[src/rtl/pc_fetch_unit_pkg.sv]
// Shared encodings for the fetch unit: redirect select codes, reset vector
// and the instruction word that decode substitutes for a squashed slot.
package pc_fetch_unit_pkg;

  typedef enum logic [1:0] {
    PCSEL_PLUS4 = 2'b00,
    PCSEL_JAL   = 2'b01,
    PCSEL_BR    = 2'b10,
    PCSEL_RSVD  = 2'b11
  } pcsel_e;

  localparam logic [31:0] DEFAULT_RESET_PC = 32'h4000_0000;

  // addi x0, x0, 0 -- decode issues this whenever id_valid is low
  localparam logic [31:0] NOP_INSTR = 32'h0000_0013;

endpackage

[src/rtl/pc_fetch_unit_if.sv]
// Bundle between the ID/EX redirect logic (master) and the fetch unit
// (slave): hold/redirect requests in, fetch address and IF/ID state out.
interface pc_fetch_unit_if #(
  parameter int PC_W  = 32,
  parameter int CNT_W = 32
);

  logic              stall;
  logic [1:0]        PCSel;
  logic [PC_W-1:0]   jal_target;
  logic [PC_W-1:0]   alu_target;

  logic [PC_W-1:0]   imem_addr;
  logic [PC_W-1:0]   pc_if;
  logic              if_valid;
  logic [PC_W-1:0]   pc_id;
  logic              id_valid;
  logic              misaligned_target;
  logic [CNT_W-1:0]  redirect_count;

  modport master (
    output stall, PCSel, jal_target, alu_target,
    input  imem_addr, pc_if, if_valid, pc_id, id_valid,
           misaligned_target, redirect_count
  );

  modport slave (
    input  stall, PCSel, jal_target, alu_target,
    output imem_addr, pc_if, if_valid, pc_id, id_valid,
           misaligned_target, redirect_count
  );

endinterface

[src/rtl/pc_fetch_unit_pc_next_mux.sv]
// Next-fetch address select. An EX branch outranks the ID stall because
// the stalled ID word is itself on the wrong path once EX redirects.
module pc_fetch_unit_pc_next_mux
  import pc_fetch_unit_pkg::*;
#(
  parameter int PC_W = 32
) (
  input  logic [1:0]      pcsel,
  input  logic            stall,
  input  logic [PC_W-1:0] pc_if,
  input  logic [PC_W-1:0] jal_target,
  input  logic [PC_W-1:0] alu_target,
  output logic [PC_W-1:0] next_pc,
  output logic            misaligned,
  output logic            jal_taken,
  output logic            br_taken
);

  logic [PC_W-1:0] jal_aligned;
  logic [PC_W-1:0] alu_aligned;

  assign jal_aligned = {jal_target[PC_W-1:2], 2'b00};
  assign alu_aligned = {alu_target[PC_W-1:2], 2'b00};

  always_comb begin
    next_pc    = pc_if + PC_W'(4);
    misaligned = 1'b0;
    jal_taken  = 1'b0;
    br_taken   = 1'b0;
    if (pcsel == PCSEL_BR) begin
      next_pc    = alu_aligned;
      misaligned = |alu_target[1:0];
      br_taken   = 1'b1;
    end else if (stall) begin
      next_pc = pc_if;
    end else if (pcsel == PCSEL_JAL) begin
      next_pc    = jal_aligned;
      misaligned = |jal_target[1:0];
      jal_taken  = 1'b1;
    end
  end

endmodule

[src/rtl/pc_fetch_unit.sv]
// Fetch PC owner for the 3-stage pipeline: drives the synchronous IMEM one
// cycle ahead and tracks IF/ID valid bits so wrong-path words become bubbles.
module pc_fetch_unit
  import pc_fetch_unit_pkg::*;
#(
  parameter int              PC_W     = 32,
  parameter logic [PC_W-1:0] RESET_PC = PC_W'(DEFAULT_RESET_PC),
  parameter int              CNT_W    = 32
) (
  input  logic           clk,
  input  logic           rst,
  pc_fetch_unit_if.slave bus
);

  logic [PC_W-1:0]  next_pc;
  logic             mis_strobe;
  logic             jal_taken;
  logic             br_taken;

  logic [PC_W-1:0]  pc_if_q;
  logic             if_valid_q;
  logic [PC_W-1:0]  pc_id_q;
  logic             id_valid_q;
  logic             misaligned_q;
  logic [CNT_W-1:0] redirect_count_q;

  pc_fetch_unit_pc_next_mux #(
    .PC_W (PC_W)
  ) u_next_mux (
    .pcsel      (bus.PCSel),
    .stall      (bus.stall),
    .pc_if      (pc_if_q),
    .jal_target (bus.jal_target),
    .alu_target (bus.alu_target),
    .next_pc    (next_pc),
    .misaligned (mis_strobe),
    .jal_taken  (jal_taken),
    .br_taken   (br_taken)
  );

  // pc_if resets one word early so the first fetch after reset is RESET_PC
  always_ff @(posedge clk) begin
    if (rst) begin
      pc_if_q          <= RESET_PC - PC_W'(4);
      if_valid_q       <= 1'b0;
      pc_id_q          <= '0;
      id_valid_q       <= 1'b0;
      misaligned_q     <= 1'b0;
      redirect_count_q <= '0;
    end else begin
      pc_if_q    <= next_pc;
      if_valid_q <= 1'b1;
      if (br_taken || !bus.stall) begin
        pc_id_q    <= pc_if_q;
        id_valid_q <= (br_taken || jal_taken) ? 1'b0 : if_valid_q;
      end
      if (mis_strobe) begin
        misaligned_q <= 1'b1;
      end
      if (br_taken || jal_taken) begin
        redirect_count_q <= redirect_count_q + CNT_W'(1);
      end
    end
  end

  assign bus.imem_addr         = next_pc;
  assign bus.pc_if             = pc_if_q;
  assign bus.if_valid          = if_valid_q;
  assign bus.pc_id             = pc_id_q;
  assign bus.id_valid          = id_valid_q;
  assign bus.misaligned_target = misaligned_q;
  assign bus.redirect_count    = redirect_count_q;

endmodule

[src/flat_wrapper.sv]
// flat-port wrapper written by rule: the top's interface ports become plain ports
module pc_fetch_unit_flat import pc_fetch_unit_pkg::*;
#(
  parameter int              PC_W     = 32,
  parameter logic [PC_W-1:0] RESET_PC = PC_W'(DEFAULT_RESET_PC),
  parameter int              CNT_W    = 32
)
  (clk, rst, bus_stall, bus_PCSel, bus_jal_target, bus_alu_target, bus_imem_addr, bus_pc_if, bus_if_valid, bus_pc_id, bus_id_valid, bus_misaligned_target, bus_redirect_count);
  pc_fetch_unit_if #(.PC_W(PC_W), .CNT_W(CNT_W)) bus_i ();
  input  logic clk;
  input  logic rst;
  input wire logic [$bits(bus_i.stall)-1:0] bus_stall;
  input wire logic [$bits(bus_i.PCSel)-1:0] bus_PCSel;
  input wire logic [$bits(bus_i.jal_target)-1:0] bus_jal_target;
  input wire logic [$bits(bus_i.alu_target)-1:0] bus_alu_target;
  output wire logic [$bits(bus_i.imem_addr)-1:0] bus_imem_addr;
  output wire logic [$bits(bus_i.pc_if)-1:0] bus_pc_if;
  output wire logic [$bits(bus_i.if_valid)-1:0] bus_if_valid;
  output wire logic [$bits(bus_i.pc_id)-1:0] bus_pc_id;
  output wire logic [$bits(bus_i.id_valid)-1:0] bus_id_valid;
  output wire logic [$bits(bus_i.misaligned_target)-1:0] bus_misaligned_target;
  output wire logic [$bits(bus_i.redirect_count)-1:0] bus_redirect_count;
  assign bus_i.stall = bus_stall;
  assign bus_i.PCSel = bus_PCSel;
  assign bus_i.jal_target = bus_jal_target;
  assign bus_i.alu_target = bus_alu_target;
  assign bus_imem_addr = bus_i.imem_addr;
  assign bus_pc_if = bus_i.pc_if;
  assign bus_if_valid = bus_i.if_valid;
  assign bus_pc_id = bus_i.pc_id;
  assign bus_id_valid = bus_i.id_valid;
  assign bus_misaligned_target = bus_i.misaligned_target;
  assign bus_redirect_count = bus_i.redirect_count;
  pc_fetch_unit #(.PC_W(PC_W), .RESET_PC(RESET_PC), .CNT_W(CNT_W)) u_core (.clk(clk), .rst(rst), .bus(bus_i));
endmodule
[config.mk]
export PLATFORM = sky130hd
export DESIGN_NAME = pc_fetch_unit_flat
export DESIGN_NICKNAME = d
export VERILOG_FILES = /design/src/rtl/pc_fetch_unit_pkg.sv /design/src/rtl/pc_fetch_unit_if.sv /design/src/rtl/pc_fetch_unit_pc_next_mux.sv /design/src/rtl/pc_fetch_unit.sv /design/src/flat_wrapper.sv
export SDC_FILE = /design/constraint.sdc
export NUM_CORES = 1
export LEC_CHECK = 0
export ABC_AREA = 1
export BUFFER_PORTS_ARGS = -buffer_cell sky130_fd_sc_hd__buf_2
export CAP_MARGIN = 20
export CORE_MARGIN = 1
export CORE_UTILIZATION = 46
export CTS_CLUSTER_SIZE = 16
export DETAILED_ROUTE_END_ITERATION = 6
export PLACE_DENSITY = 0.77
export REMOVE_ABC_BUFFERS = 1
export SYNTH_ARGS = -nofsm -noshare
export SYNTH_HDL_FRONTEND = slang
export SYNTH_SLANG_ARGS = --single-unit
[constraint.sdc]
create_clock -name clk -period 1.55 [get_ports clk]
set_input_delay 0.31 -clock clk [delete_from_list [all_inputs] [get_ports clk]]
set_output_delay 0.31 -clock clk [all_outputs]
set_load 0.05 [all_outputs]
Word-level counts from Yosys, hierarchy flattened
Cells that the tools add are included.
Operators by class
  $add $sub $neg: 2
  multiplexer cells: 12
  equal/unequal tests: 2
  reduce and logical (&&, ||, !) cells: 5
Operators by type and width (count)
  two-way mux 32 bit: 3
  adder 32 x 1 -> 32 bit (second input constant): 1
  adder 32 x 3 -> 32 bit (second input constant): 1
  two-way mux 1 bit: 9
  OR reduction 2 bit: 2
  equality test 2 x 1 -> 1 bit (second input constant): 1
  equality test 2 bit (second input constant): 1
  logical OR 1 bit: 2
  logical NOT 1 bit: 1
Word-level totals
  register bits after elaboration: 99
  input bits: 69
  word-level logic and storage cells: 27
  output and inout port bits: 131

Longest topological paths before layout
Gate-level depths: netlist (run 1).
  depth after elaboration: 6
  mapped depth: 11
  gate-level depth less buffers: 11

Modules after synthesis
From an unflattened synthesis (run 1), not the netlist that was laid out.
Second synthesis, totals
  cell total of the unflattened synthesis: 849
  area total of the unflattened synthesis: 5565.3 um^2
By module, submodules not included
  pc_fetch_unit: instances 1, cells an instance 483, area each 3776.1 um^2, seq. area each 1981.9 um^2
  pc_fetch_unit_pc_next_mux: instances 1, cells an instance 366, area each 1789.2 um^2, seq. area each 0.0 um^2

Worst setup path before layout (run 1)
No wires, ideal clock.
  kind: flip-flop to output port
  start: register u_core.pc_if_q[3], in the netlist u_core.bus.pc_if[3]
  end: output bus_imem_addr[20]
  buffers on the path: 0
  cell stages (with the launch flop): 12
  setup slack: -803 ps
  data arrival time: 2043 ps
  required time: 1240 ps
  cell sequence: dfxtp_1 -> ha_1 -> nand3_2 -> inv_2 -> nand2_2 -> nor2_2 -> nand2_1 -> nand2_1 -> nand2_1 -> nand2_1 -> nand2_1 -> nand2_1
On the way
  word-level cells in the longest chain between the ends: 4
Ends and longest elaborated chain
  from (decl): RTL line pc_fetch_unit.sv:20  | logic [PC_W-1:0] pc_if_q;
  from (signal assigned): RTL line pc_fetch_unit.sv:44  | pc_if_q <= RESET_PC - PC_W'(4);
  from (signal assigned): RTL line pc_fetch_unit.sv:51  | pc_if_q <= next_pc;
  adder 32 x 3 -> 32 bit: RTL line pc_fetch_unit_pc_next_mux.sv:26  | next_pc = pc_if + PC_W'(4);
  two-way mux 32 bit: RTL line pc_fetch_unit_pc_next_mux.sv:36  | end else if (pcsel == PCSEL_JAL) begin
  two-way mux 32 bit: RTL line pc_fetch_unit_pc_next_mux.sv:34  | end else if (stall) begin
  two-way mux 32 bit: RTL line pc_fetch_unit_pc_next_mux.sv:30  | if (pcsel == PCSEL_BR) begin
  to (decl): RTL line flat_wrapper.sv:16  | output wire logic [$bits(bus_i.imem_addr)-1:0] bus_imem_addr;
No other way between the ends.

Final worst setup path (run 1)
  start: register u_core.pc_if_q[6], in the netlist u_core.bus.pc_if[6]
  end: output bus_imem_addr[11]
Same word-level chain as after synthesis.

==> reports/results.ini, run 1 <==
[worst_setup_path]
critPathKind=reg2out
rr_worst_depth=14
worst_ep_required_time_ns=1.24
r2r_end=u_core.bus.pc_if[27]$_SDFF_PP1_
cp_slowest_stage_delay_ns=0.38
start_kind=flip-flop
worstPathArrival_ns=2.22
endpoint_kind=output port
slowest_stage=dfxtp_4
cp_common_cell=buf_6
worst-path-max-fanout=3
worstPathCellList=nand2_4, buf_6, nor2_1, nand2_1, nor2_4, buf_6, xor2_4, o21ai_2, nand2_1, buf_6
rr_startpoint=u_core.bus.pc_if[23]$_SDFF_PP1_
worst-r2r-setup-slack_ns=-0.73

[drt]
drt_iter0_drc=1494
route.antenna.remaining_nets=0
wl_per_cell_um=21.7
drc=23
firstDrtPassIters=7
routed_wl_mm=31.8
via_count=8844
via_per_inst=6.05

[floorplan]
core_region_area_um2=12100
io-pin-count=200
dieArea_um2=12900
die_w_um=114
die_h_um=114
rows=40
initial_utilization=0.474

[worst_hold_path]
hp-class=in2reg
hold_path_depth=3
min_to=u_core.bus.pc_if[7]$_SDFF_PP1_
min_from=bus_jal_target[7]

[timing]
worst_clock_skew_ns=0.0236
slew_viol_final=0
hold_violations=0
max_slew_margin=0.684
tns_ns=-27.75
fmax_ghz=0.396
rsz0062_at_grt=yes
setup-violations-final=63
setup_slack_ns=-0.978
min_period_ns=2.53
period_share=1.63
tightest_slew_ns=0.474

[run_status]
violations=DRC, setup timing
status=finished, violations left

[clocking]
cts_tree=yes
cts_buffer_depth=2
cts_buffers=9
cts.clk_slew.worst_paths_ns=0.08
cts_root_buf=clkbuf_16
holdBufCountCts=0
cts_sinks=99
htreeDepth=3
clock_latency_ns=0.39

[final_layout]
final_cell_mix=209 x nand2_1, 165 x buf_2, 136 x buf_4
final_core_util=0.808
fillers=721
drive_above_1_share=0.466
area_delta_synth_final_pct=70.3
layout.nets=1357
multi_input_area_um2=4000
seqCellArea_um2=2060
layout.cells.most_common=nand2_1

[power]
max-vdd-ir-drop_mv=0.760
p_leak_nw=4.70
powerDensity_nw_per_um2=1000
power_mw=9.80

[global_route]
grt_overflow_total=0
grt_pass1_vias=7762
grt.total_usage=0.383
grt_pass1_wl_mm=38.3
antenna_found_initial=3
grt_max_degree=38

[synth]
yosysWarningCount=0
yosysUniqueCellTypes=34
synth_area_um2=5740
synthArstFlopShare=0
yosys-top-cells-area=dfxtp_1 35%, nand2_1 18%, nor2_1 9.7%, o21ai_0 6.7%, inv_1 6.1%
syn_inst=936
yosysTopAreaCell=dfxtp_1
yosysSeqAreaShare=0.345
avgSynthCellArea_um2=6.14
ys_ff_latch=99
synth_top_area_share=0.345
yosys_most_used_dff=dfxtp_1
synth_edf_count=0

[placement]
dp_hpwl_mm=15.3
port_buffers=199
gp_congestion=0.933

[run]
maxCapViolations=0

## through the flow
stage | std cells | worst slack (ns) | hold slack, ns | area (um2)
6_report | 1462 | -0.978 | 0.229 | 9780
3_3_place_gp | 1401 | -0.344 | 0.452 | 7890
5_1_grt | 1459 | -1.03 | 0.240 | 9780
2_1_floorplan | 902 | -1.45 | 0.379 | 5590
4_1_cts | 1451 | -0.642 | 0.241 | 9110
3_5_place_dp | 1401 | -0.386 | 0.467 | 7890
## Yosys cell counts (7+ instances only)
library cell / instances
a21oi_1: 60
buf_2: 19
clkbuf_1: 14
dfxtp_1: 99
inv_1: 93
nand2_1: 272
nand2_2: 7
nand3_1: 67
nand3b_1: 12
nor2_1: 148
o211ai_1: 8
o21ai_0: 77
xor2_1: 9
## cells by family after synthesis
group / synth area share
AND/OR/NAND/NOR: 0.400
AO/OA/AOI/OAI: 0.147
buffers and inverters: 0.0904
flip-flops: 0.345
XOR/XNOR: 0.0137
adder cells (fa/ha/maj): 0.00436
## worst max-delay path by stage
stage                                          startpoint                end  slack, ns  cells after the start
after detailed placement   u_core.bus.pc_if[5]$_SDFF_PP1_  bus_imem_addr[11]      -0.39                     10
after floorplan                              bus_PCSel[0]  bus_imem_addr[11]      -1.45                      7
final                      u_core.bus.pc_if[6]$_SDFF_PP1_  bus_imem_addr[11]      -0.98                     10
after global placement     u_core.bus.pc_if[7]$_SDFF_PP1_  bus_imem_addr[14]      -0.34                      9
after CTS                  u_core.bus.pc_if[3]$_SDFF_PP1_  bus_imem_addr[31]      -0.64                     12
after global routing      u_core.bus.pc_if[27]$_SDFF_PP1_  bus_imem_addr[30]      -1.03                     10
## power by group
part	total (mW)	internal, mW	switching, mW
sequential	2.90	2.71	0.187
clock	2.79	1.59	1.19
combinational	4.11	1.43	2.69
total	9.80	5.73	4.07
## metal layers
layer | GRT usage | vias to the layer above | wire length (um)
met3 | 0.103 | 355 | 4380
li1 | - | 3695 | -
met4 | 0.284 | 6 | 3420
met2 | 0.644 | 809 | 13500
met1 | 0.414 | 3979 | 10400
met5 | 0 | - | 115
## worst max-delay path, delay by kind of cell, from the launching register on
| family | cells | cell delay [ns] |
|---|---|---|
| AO/OA/AOI/OAI | 1 | 0.11 |
| flip-flops | 1 | 0.38 |
| AND/OR/NAND/NOR | 5 | 0.54 |
| buffers and inverters | 3 | 0.49 |
| XOR/XNOR | 1 | 0.33 |
## sequential cells by signal, indices dropped and copies added, names as in the netlist
register and count:
u_core.bus.redirect_count 32, u_core.bus.id_valid 1, u_core.bus.pc_if 32, u_core.bus.if_valid 1
u_core.bus.pc_id 32, u_core.bus.misaligned_target 1
## area by class of cell
cell class                 count  share of cell area
sequential                    99               0.211
clock buffer                   9              0.0230
timing repair buffer         373               0.283
clock inverter                 7              0.0125
antenna                        3            0.000767
inverter                      97              0.0390
multi-input combinational    706               0.409
tap                          168              0.0215
## what timing repair did
item	in CTS	in global routing
setup endpoints to repair	39	72
resized for setup	195	180
pin swaps	50	66
endpoints found under the hold margin	0	0
buffers inserted	34	18
(Power assumes the default switching activity.)
==> run 2: changes to the inputs <==
--- a/config.mk
+++ b/config.mk
@@ -9,4 +9,5 @@
 export BUFFER_PORTS_ARGS = -buffer_cell sky130_fd_sc_hd__buf_2
 export CAP_MARGIN = 20
+export CORE_ASPECT_RATIO = 1.1
 export CORE_MARGIN = 1
 export CORE_UTILIZATION = 46
==> constraint.sdc (replaced) <==
create_clock -name clk -period 1.55 [get_ports clk]
set_input_delay 0.465 -clock clk [delete_from_list [all_inputs] [get_ports clk]]
set_output_delay 0.465 -clock clk [all_outputs]
set_load 0.05 [all_outputs]
==> run 2 against run 1 <==
The flow still finishes with violations (DRC, setup timing); cell count grew 1.0%; first-iteration DRC count grew 24%; fmax shrank 8.9%; largest power group unchanged.
==> reports/results.ini, run 2 (synthesis gave the netlist of run 1 again) <==
[run_status]
status=finished, violations left
violations=DRC, setup timing

[drt]
highest-signal-layer=met5
route.antenna.remaining_nets=0  ; unchanged
wl_per_cell_um=22.0  ; +1.1%
drc=40  ; +74%
via_count=9103  ; +2.9%
routed_wl_mm=32.5  ; +2.1%
via_per_inst=6.16  ; +1.9%
dr_wl_met3_mm=4.54  ; +3.6%
firstDrtPassIters=7  ; unchanged
wl_met2_mm=14.1  ; +4.5%
drt_iter0_drc=1847  ; +24%
drt-met1-wl_mm=10.6  ; +1.6%

[timing]
setup-violations-final=106  ; +68%
max_slew_margin=0.771  ; +0.0868
slew_viol_final=0  ; unchanged
hold_violations=0  ; unchanged
fmax_ghz=0.360  ; -8.9%
min_period_ns=2.78  ; +0.248 ns
setup_slack_ns=-1.23  ; -0.248 ns
worst_clock_skew_ns=0.0117  ; -0.0119 ns
tightest_slew_ns=0.343  ; -0.131 ns
rsz0062_at_grt=yes
period_share=1.79  ; +0.160
tns_ns=-36.16  ; -8.41 ns

[clocking]
htreeDepth=3  ; unchanged
cts_tree=yes
cts_sinks=99  ; unchanged
cts.clk_slew.worst_paths_ns=0.07  ; about the same
holdBufCountCts=0  ; unchanged
clock_latency_ns=0.38  ; about the same
cts_buffers=9  ; unchanged
cts_root_buf=clkbuf_16
cts_buffer_depth=2  ; unchanged

[worst_setup_path]
worstPathArrival_ns=2.31  ; +0.09 ns
cp_slowest_stage_delay_ns=0.41  ; +0.03 ns
endpoint_kind=output port
worst-path-buf-inv=3  ; unchanged
worst-path-max-fanout=4  ; +1
cp_top_family=simple AND/OR/NAND/NOR gates
slowest_stage=dfxtp_4
worstPathCellList=nand2_4, buf_4, nor2_4, buf_4, nand2_1, nand2_1, nand3_1, nand2_1, nand2_1, buf_6
cp_common_cell=nand2_1
worst_ep_required_time_ns=1.08  ; -0.16 ns
start_kind=flip-flop
critPathKind=reg2out

[final_layout]
drive_above_1_share=0.497  ; +0.0311
fillers=619  ; -14%
fin_cells=1477  ; +1.0%
final_cell_mix=202 x nand2_1, 184 x buf_4, 119 x buf_2
area_delta_synth_final_pct=77.2
layout.cells.most_common=nand2_1
layout.nets=1388  ; +2.3%

[floorplan]
core_region_area_um2=12100  ; -0.21%
die_w_um=109  ; -4.6%
die_h_um=119  ; +4.8%
io-pin-count=200  ; unchanged
initial_utilization=0.475  ; +0.000982
rows=42  ; +5.0%
dieArea_um2=12900  ; about the same

[global_route]
grt_pass1_vias=7681  ; -1.0%
grt_max_degree=47  ; +24%
antenna_found_initial=0  ; -3
grt_overflow_total=0  ; unchanged
grt.total_usage=0.369  ; -0.0138
grt_pass1_wl_mm=37.0  ; -3.3%

[power]
powerDensity_nw_per_um2=916  ; -8.5%
p_leak_nw=4.89  ; +4.2%
max-vdd-ir-drop_mv=0.971  ; +28%

[placement]
dp_hpwl_mm=15.2  ; -0.82%
gp_congestion=0.989  ; +6.0%
post-place-ws_ns=-0.638  ; -0.252 ns
place_inst=1400  ; -0.071%
port_buffers=199  ; unchanged

[run]
maxCapViolations=0  ; unchanged

[worst_hold_path]
hp-class=in2reg

-- run 2: cell types whose count changed in the layout (fill, tap and decap cells not counted), moves of 7 or more --
| cell | delta |
|---|---|
| buf_2 | -46 |
| buf_4 | +48 |
| buf_6 | +21 |
| clkbuf_4 | +7 |
| nand2_1 | -7 |
| o21ai_0 | -10 |
-- run 2: worst register-to-register path, stage by stage (launching register included) --
cell and delay, ns:
dfxtp_4 0.41, nand2_4 0.10, buf_6 0.14, nor2_4 0.11, nand2_2 0.12, nor2_2 0.19
buf_6 0.14, xor2_1 0.19, o21ai_1 0.14, buf_4 0.18, buf_6 0.11, buf_6 0.10
buf_6 0.11, buf_6 0.11, buf_6 0.10, buf_6 0.10, buf_6 0.10, nand3_2 0.04
-- run 2: routing by layer --
layer / GRT usage / vias up
met5: 0 / -
met4: 0.267 / 2
met3: 0.0728 / 360
met2: 0.625 / 899
met1: 0.404 / 4096
li1: - / 3746
-- run 2: worst paths after layout --
kind / startpoint / end / slack (ns) / cells after the start
setup / recovery: u_core.bus.pc_if[6]$_SDFF_PP1_ / bus_imem_addr[24] / -1.23 / 10
hold / removal: bus_jal_target[14] / u_core.bus.pc_if[14]$_SDFF_PP1_ / 0.41 / 3
setup reg to reg: u_core.bus.pc_if[6]$_SDFF_PP1_ / u_core.bus.pc_if[11]$_SDFF_PP1_ / -0.98 / 17
hold reg to reg: u_core.bus.redirect_count[8]$_SDFFE_PP0P_ / u_core.bus.redirect_count[8]$_SDFFE_PP0P_ / 0.49 / 1
-- run 2: repair_timing --
action | 4_1_cts | 5_1_grt
gates cloned | 0 | 2
pin swaps | 58 | 62
gates resized for setup | 225 | 266
buffers inserted | 43 | 22
endpoints found under the setup margin | 71 | 103
-- run 2: final cells by class --
cell class	instances	area [um2]	share of cell area
antenna	2	5.00	0.000492
clock buffer	10	239	0.0235
clock inverter	5	28.8	0.00283
inverter	97	399	0.0392
multi-input combinational	706	4090	0.401
sequential	99	2060	0.202
tap	154	193	0.0189
timing repair buffer	404	3170	0.312
-- run 2: where the power goes --
| group | leakage, nW | switching [mW] | internal [mW] |
|---|---|---|---|
| clock network | 0.138 | 1.12 | 1.12 |
| registers | 0.820 | 0.190 | 2.71 |
| logic | 3.94 | 2.67 | 1.52 |
| total | 4.89 | 3.98 | 5.35 |
-- run 2: stage by stage --
step	total power [mW]	instance area [um2]	hold slack, ns	utilization
finish	9.32	10200	0.411	0.842
global route	9.51	10200	0.431	0.842
CTS	8.32	9170	0.407	0.759
detailed placement	5.67	7940	0.470	0.657
global placement	5.64	7940	0.457	0.657
floorplan	4.57	5590	0.534	-
==> run 3: changes to the inputs <==
BUFFER_PORTS_ARGS = default   (was -buffer_cell sky130_fd_sc_hd__buf_2)
CORE_UTILIZATION = 58   (was 46)
DONT_BUFFER_PORTS = 1   (was default)
PLACE_DENSITY = 0.76   (was 0.77)
==> run 3 against run 2 <==
The flow now stops in 5_1_grt; synthesized cell count stayed put; synthesized area stayed put.
==> reports/results.ini, run 3 <==
[run_status]
status=stopped before the end
haltStage=5_1_grt
toolErrorMsg=[ERROR DPL-0038] Utilization greater than 100%, impossible to legalize

[clocking]
holdBufCountCts=0  ; unchanged
cts_buffer_depth=2  ; unchanged
htreeDepth=3  ; unchanged
cts_sinks=99  ; unchanged
cts_root_buf=clkbuf_8
cts_buffers=9  ; unchanged

[synth]
synth_adder_area_share=0.00436  ; unchanged
syn_inst=936  ; unchanged
synth_xor_area_frac=0.0137  ; unchanged
synth_top_area_share=0.345  ; unchanged
ys_ff_latch=99  ; unchanged
synth_compound_area_frac=0.147  ; unchanged
avgSynthCellArea_um2=6.14  ; unchanged
synth_area_um2=5740  ; unchanged
yosysWarningCount=0  ; unchanged
yosys.area_share.simple=0.400  ; unchanged
synthArstFlopShare=0  ; unchanged
synth_edf_count=0  ; unchanged
yosys-top-cells-area=dfxtp_1 35%, nand2_1 18%, nor2_1 9.7%, o21ai_0 6.7%, inv_1 6.1%
yosysUniqueCellTypes=34  ; unchanged
yosysSeqAreaShare=0.345  ; unchanged
synthMuxAreaShare=0  ; unchanged
synthTopCellsByCount=272 x nand2_1, 148 x nor2_1, 99 x dfxtp_1
yosys_most_used_dff=dfxtp_1
synth_top_family_by_area=simple AND/OR/NAND/NOR gates
yosysMostFrequentCell=nand2_1
yosysTopAreaCell=dfxtp_1

[placement]
place_inst=1235  ; -12%
dpl_cell_area_um2=7710  ; -2.9%
gp_congestion=0.966  ; -2.3%
port_buffers=0  ; -100%
dp_hpwl_mm=15.5  ; +1.8%

[floorplan]
die_w_um=96.9  ; -11%
die_h_um=106  ; -11%
io-pin-count=200  ; unchanged
rows=37  ; -12%
initial_utilization=0.605  ; +0.130

[global_route]
grt_max_degree=42

[timing]
endpoint_type=primary output
crit_endpoint=bus_imem_addr[8]

[run 3: cell counts after synthesis]
No cell type changed its count.
[run 3: logic make-up after synthesis]
group,after synthesis
compound gates,158
buf+inv,131
simple gates,537
fa+ha+maj,2
flops,99
xor+xnor,9
[run 3: timing repair]
action / CTS
setup endpoints to repair: 47
setup buffers: 18
pin swaps: 36
resized for setup: 179
cloned: 0
[run 3: per-stage QoR]
stage                     hold slack, ns  worst slack (ns)
after floorplan                    0.534             -1.76
after global placement             0.473            -0.480
after detailed placement           0.482            -0.515
after CTS                          0.138            -0.798
==> run 4: changes to the inputs <==
CORE_ASPECT_RATIO = default   (was 1.1)
CORE_UTILIZATION = 40   (was 58)
CTS_CLUSTER_SIZE = default   (was 16)
PLACE_DENSITY = default   (was 0.76)
PLACE_DENSITY_LB_ADDON = 0.15   (was default)
clock period = 2 ns   (was 1.55 ns; I/O delays follow)
==> run 4 against run 3 <==
The flow now finishes, with violations (setup timing).
==> reports/results.ini, run 4 (synthesis gave the netlist of run 1 again) <==
[clocking]
htreeDepth=3  ; unchanged
cts_root_buf=clkbuf_16
cts_tree=yes
cts_sinks=99  ; unchanged
cts_buffers=9  ; unchanged
cts.clk_slew.worst_paths_ns=0.07
cts_buffer_depth=2  ; unchanged
clock_latency_ns=0.36

[worst_hold_path]
hold_path_depth=1
min_to=u_core.bus.redirect_count[31]$_SDFFE_PP0P_
min_from=rst
hp-class=in2reg

[drt]
drc=0
via_per_inst=5.11
route.antenna.remaining_nets=0
drt_iter0_drc=403
wl_per_cell_um=15.8
via_count=6810
firstDrtPassIters=4
routed_wl_mm=21.1

[worst_setup_path]
slowest_stage=dfxtp_2
start_kind=flip-flop
worstPathArrival_ns=1.91
worst_ep_required_time_ns=1.40
r2r_end=u_core.bus.pc_if[16]$_SDFF_PP1_
critPathKind=reg2out
worst-r2r-setup-slack_ns=0.12
endpoint_kind=output port
rr_startpoint=u_core.bus.pc_if[7]$_SDFF_PP1_
worst-path-max-fanout=4
rr_worst_depth=13
worstPathCellList=buf_6, inv_2, nor2_4, nand2_2, inv_2, buf_4, nand4_1, nand3_1, nand3b_1, nand2_2, buf_12
cp_slowest_stage_delay_ns=0.36

[power]
p_leak_nw=4.10
max-vdd-ir-drop_mv=0.438
powerDensity_nw_per_um2=750

[floorplan]
die_w_um=122  ; +26%
rows=43  ; +16%
core_region_area_um2=13900
die_h_um=122  ; +15%
io-pin-count=200  ; unchanged
dieArea_um2=14800
initial_utilization=0.412  ; -0.193

[timing]
hold_ws_ns=0.298
rsz0062_at_grt=yes
tightest_slew_ns=0.588
tns_ns=-12.01
fmax_ghz=0.398
hold_violations=0
min_period_ns=2.51
max_slew_margin=0.608
setup_slack_ns=-0.512
worst_clock_skew_ns=0.0102
period_share=1.26
slew_viol_final=0
setup-violations-final=30

[placement]
port_buffers=0  ; unchanged
gp_congestion=0.942  ; -2.5%
dp_hpwl_mm=15.3  ; -1.5%

[final_layout]
final_cell_mix=218 x nand2_1, 171 x buf_4, 113 x nor2_1
layout.cells.most_common=nand2_1
num_antenna_cells=0
layout.nets=1219
area_delta_synth_final_pct=56.5
drive_above_1_share=0.368

[run_status]
violations=setup timing
status=finished, violations left

[global_route]
grt.total_usage=0.278
grt_overflow_total=0
grt_pass1_vias=6370
antenna_found_initial=0
grt_max_degree=36
grt_pass1_wl_mm=31.9

[run]
maxCapViolations=0

run 4: timing repair:
| action | CTS | global route |
|---|---|---|
| setup endpoints to repair | 30 | 33 |
| gates resized for setup | 162 | 79 |
| pin swaps | 40 | 33 |
| gates cloned | 1 | 1 |
| setup buffers | 19 | 16 |
| hold buffers | 0 | 0 |
run 4: how the worst max path moves through the flow:
stage,startpoint,end,slack (ns)
global route,u_core.bus.pc_if[3]$_SDFF_PP1_,bus_imem_addr[19],-0.62
CTS,u_core.bus.pc_if[3]$_SDFF_PP1_,bus_imem_addr[15],-0.50
global placement,bus_PCSel[0],bus_imem_addr[15],-0.35
detailed placement,bus_PCSel[0],bus_imem_addr[3],-0.37
finish,u_core.bus.pc_if[2]$_SDFF_PP1_,bus_imem_addr[17],-0.51
floorplan,bus_PCSel[0],bus_imem_addr[11],-1.58
run 4: critical path, delay by kind of cell (launching register included):
family	cells	cell delay, ns
DFF	1	0.36
buffers and inverters	5	0.50
and+or+nand+nor	6	0.69
run 4: per-layer routing:
metal	part of all wire	GRT usage	up-vias
met5	0	0	-
met4	0.038	0.131	0
met3	0.073	0.0702	55
met2	0.50	0.484	224
met1	0.39	0.316	3116
li1	-	-	3415
run 4: stage by stage:
stage	instance area (um2)	cells	setup slack [ns]	total power, mW	util
2_1_floorplan	5590	902	-1.58	3.54	-
3_3_place_gp	7720	1287	-0.348	4.49	0.554
3_5_place_dp	7720	1287	-0.371	4.50	0.554
4_1_cts	8650	1323	-0.498	6.58	0.620
5_1_grt	8990	1333	-0.616	7.02	0.645
6_report	8990	1333	-0.512	6.74	0.645
run 4: layout make-up:
cell class              instances  area (um2)
clock inverters                 6        63.8
repair inverters                1        5.00
multi-input cells             706        3740
flip-flops and latches         99        2030
fillers                      1241        4940
repair buffers                234        2300
well taps                     180         225
clock buffers                  10         239
inverters                      97         384
run 4: power by group:
group          internal, mW  switching, mW  total (mW)
Combinational          1.03           1.44        2.47
Sequential             2.10          0.335        2.44
Clock                  1.00          0.825        1.83
Total                  4.13           2.60        6.74
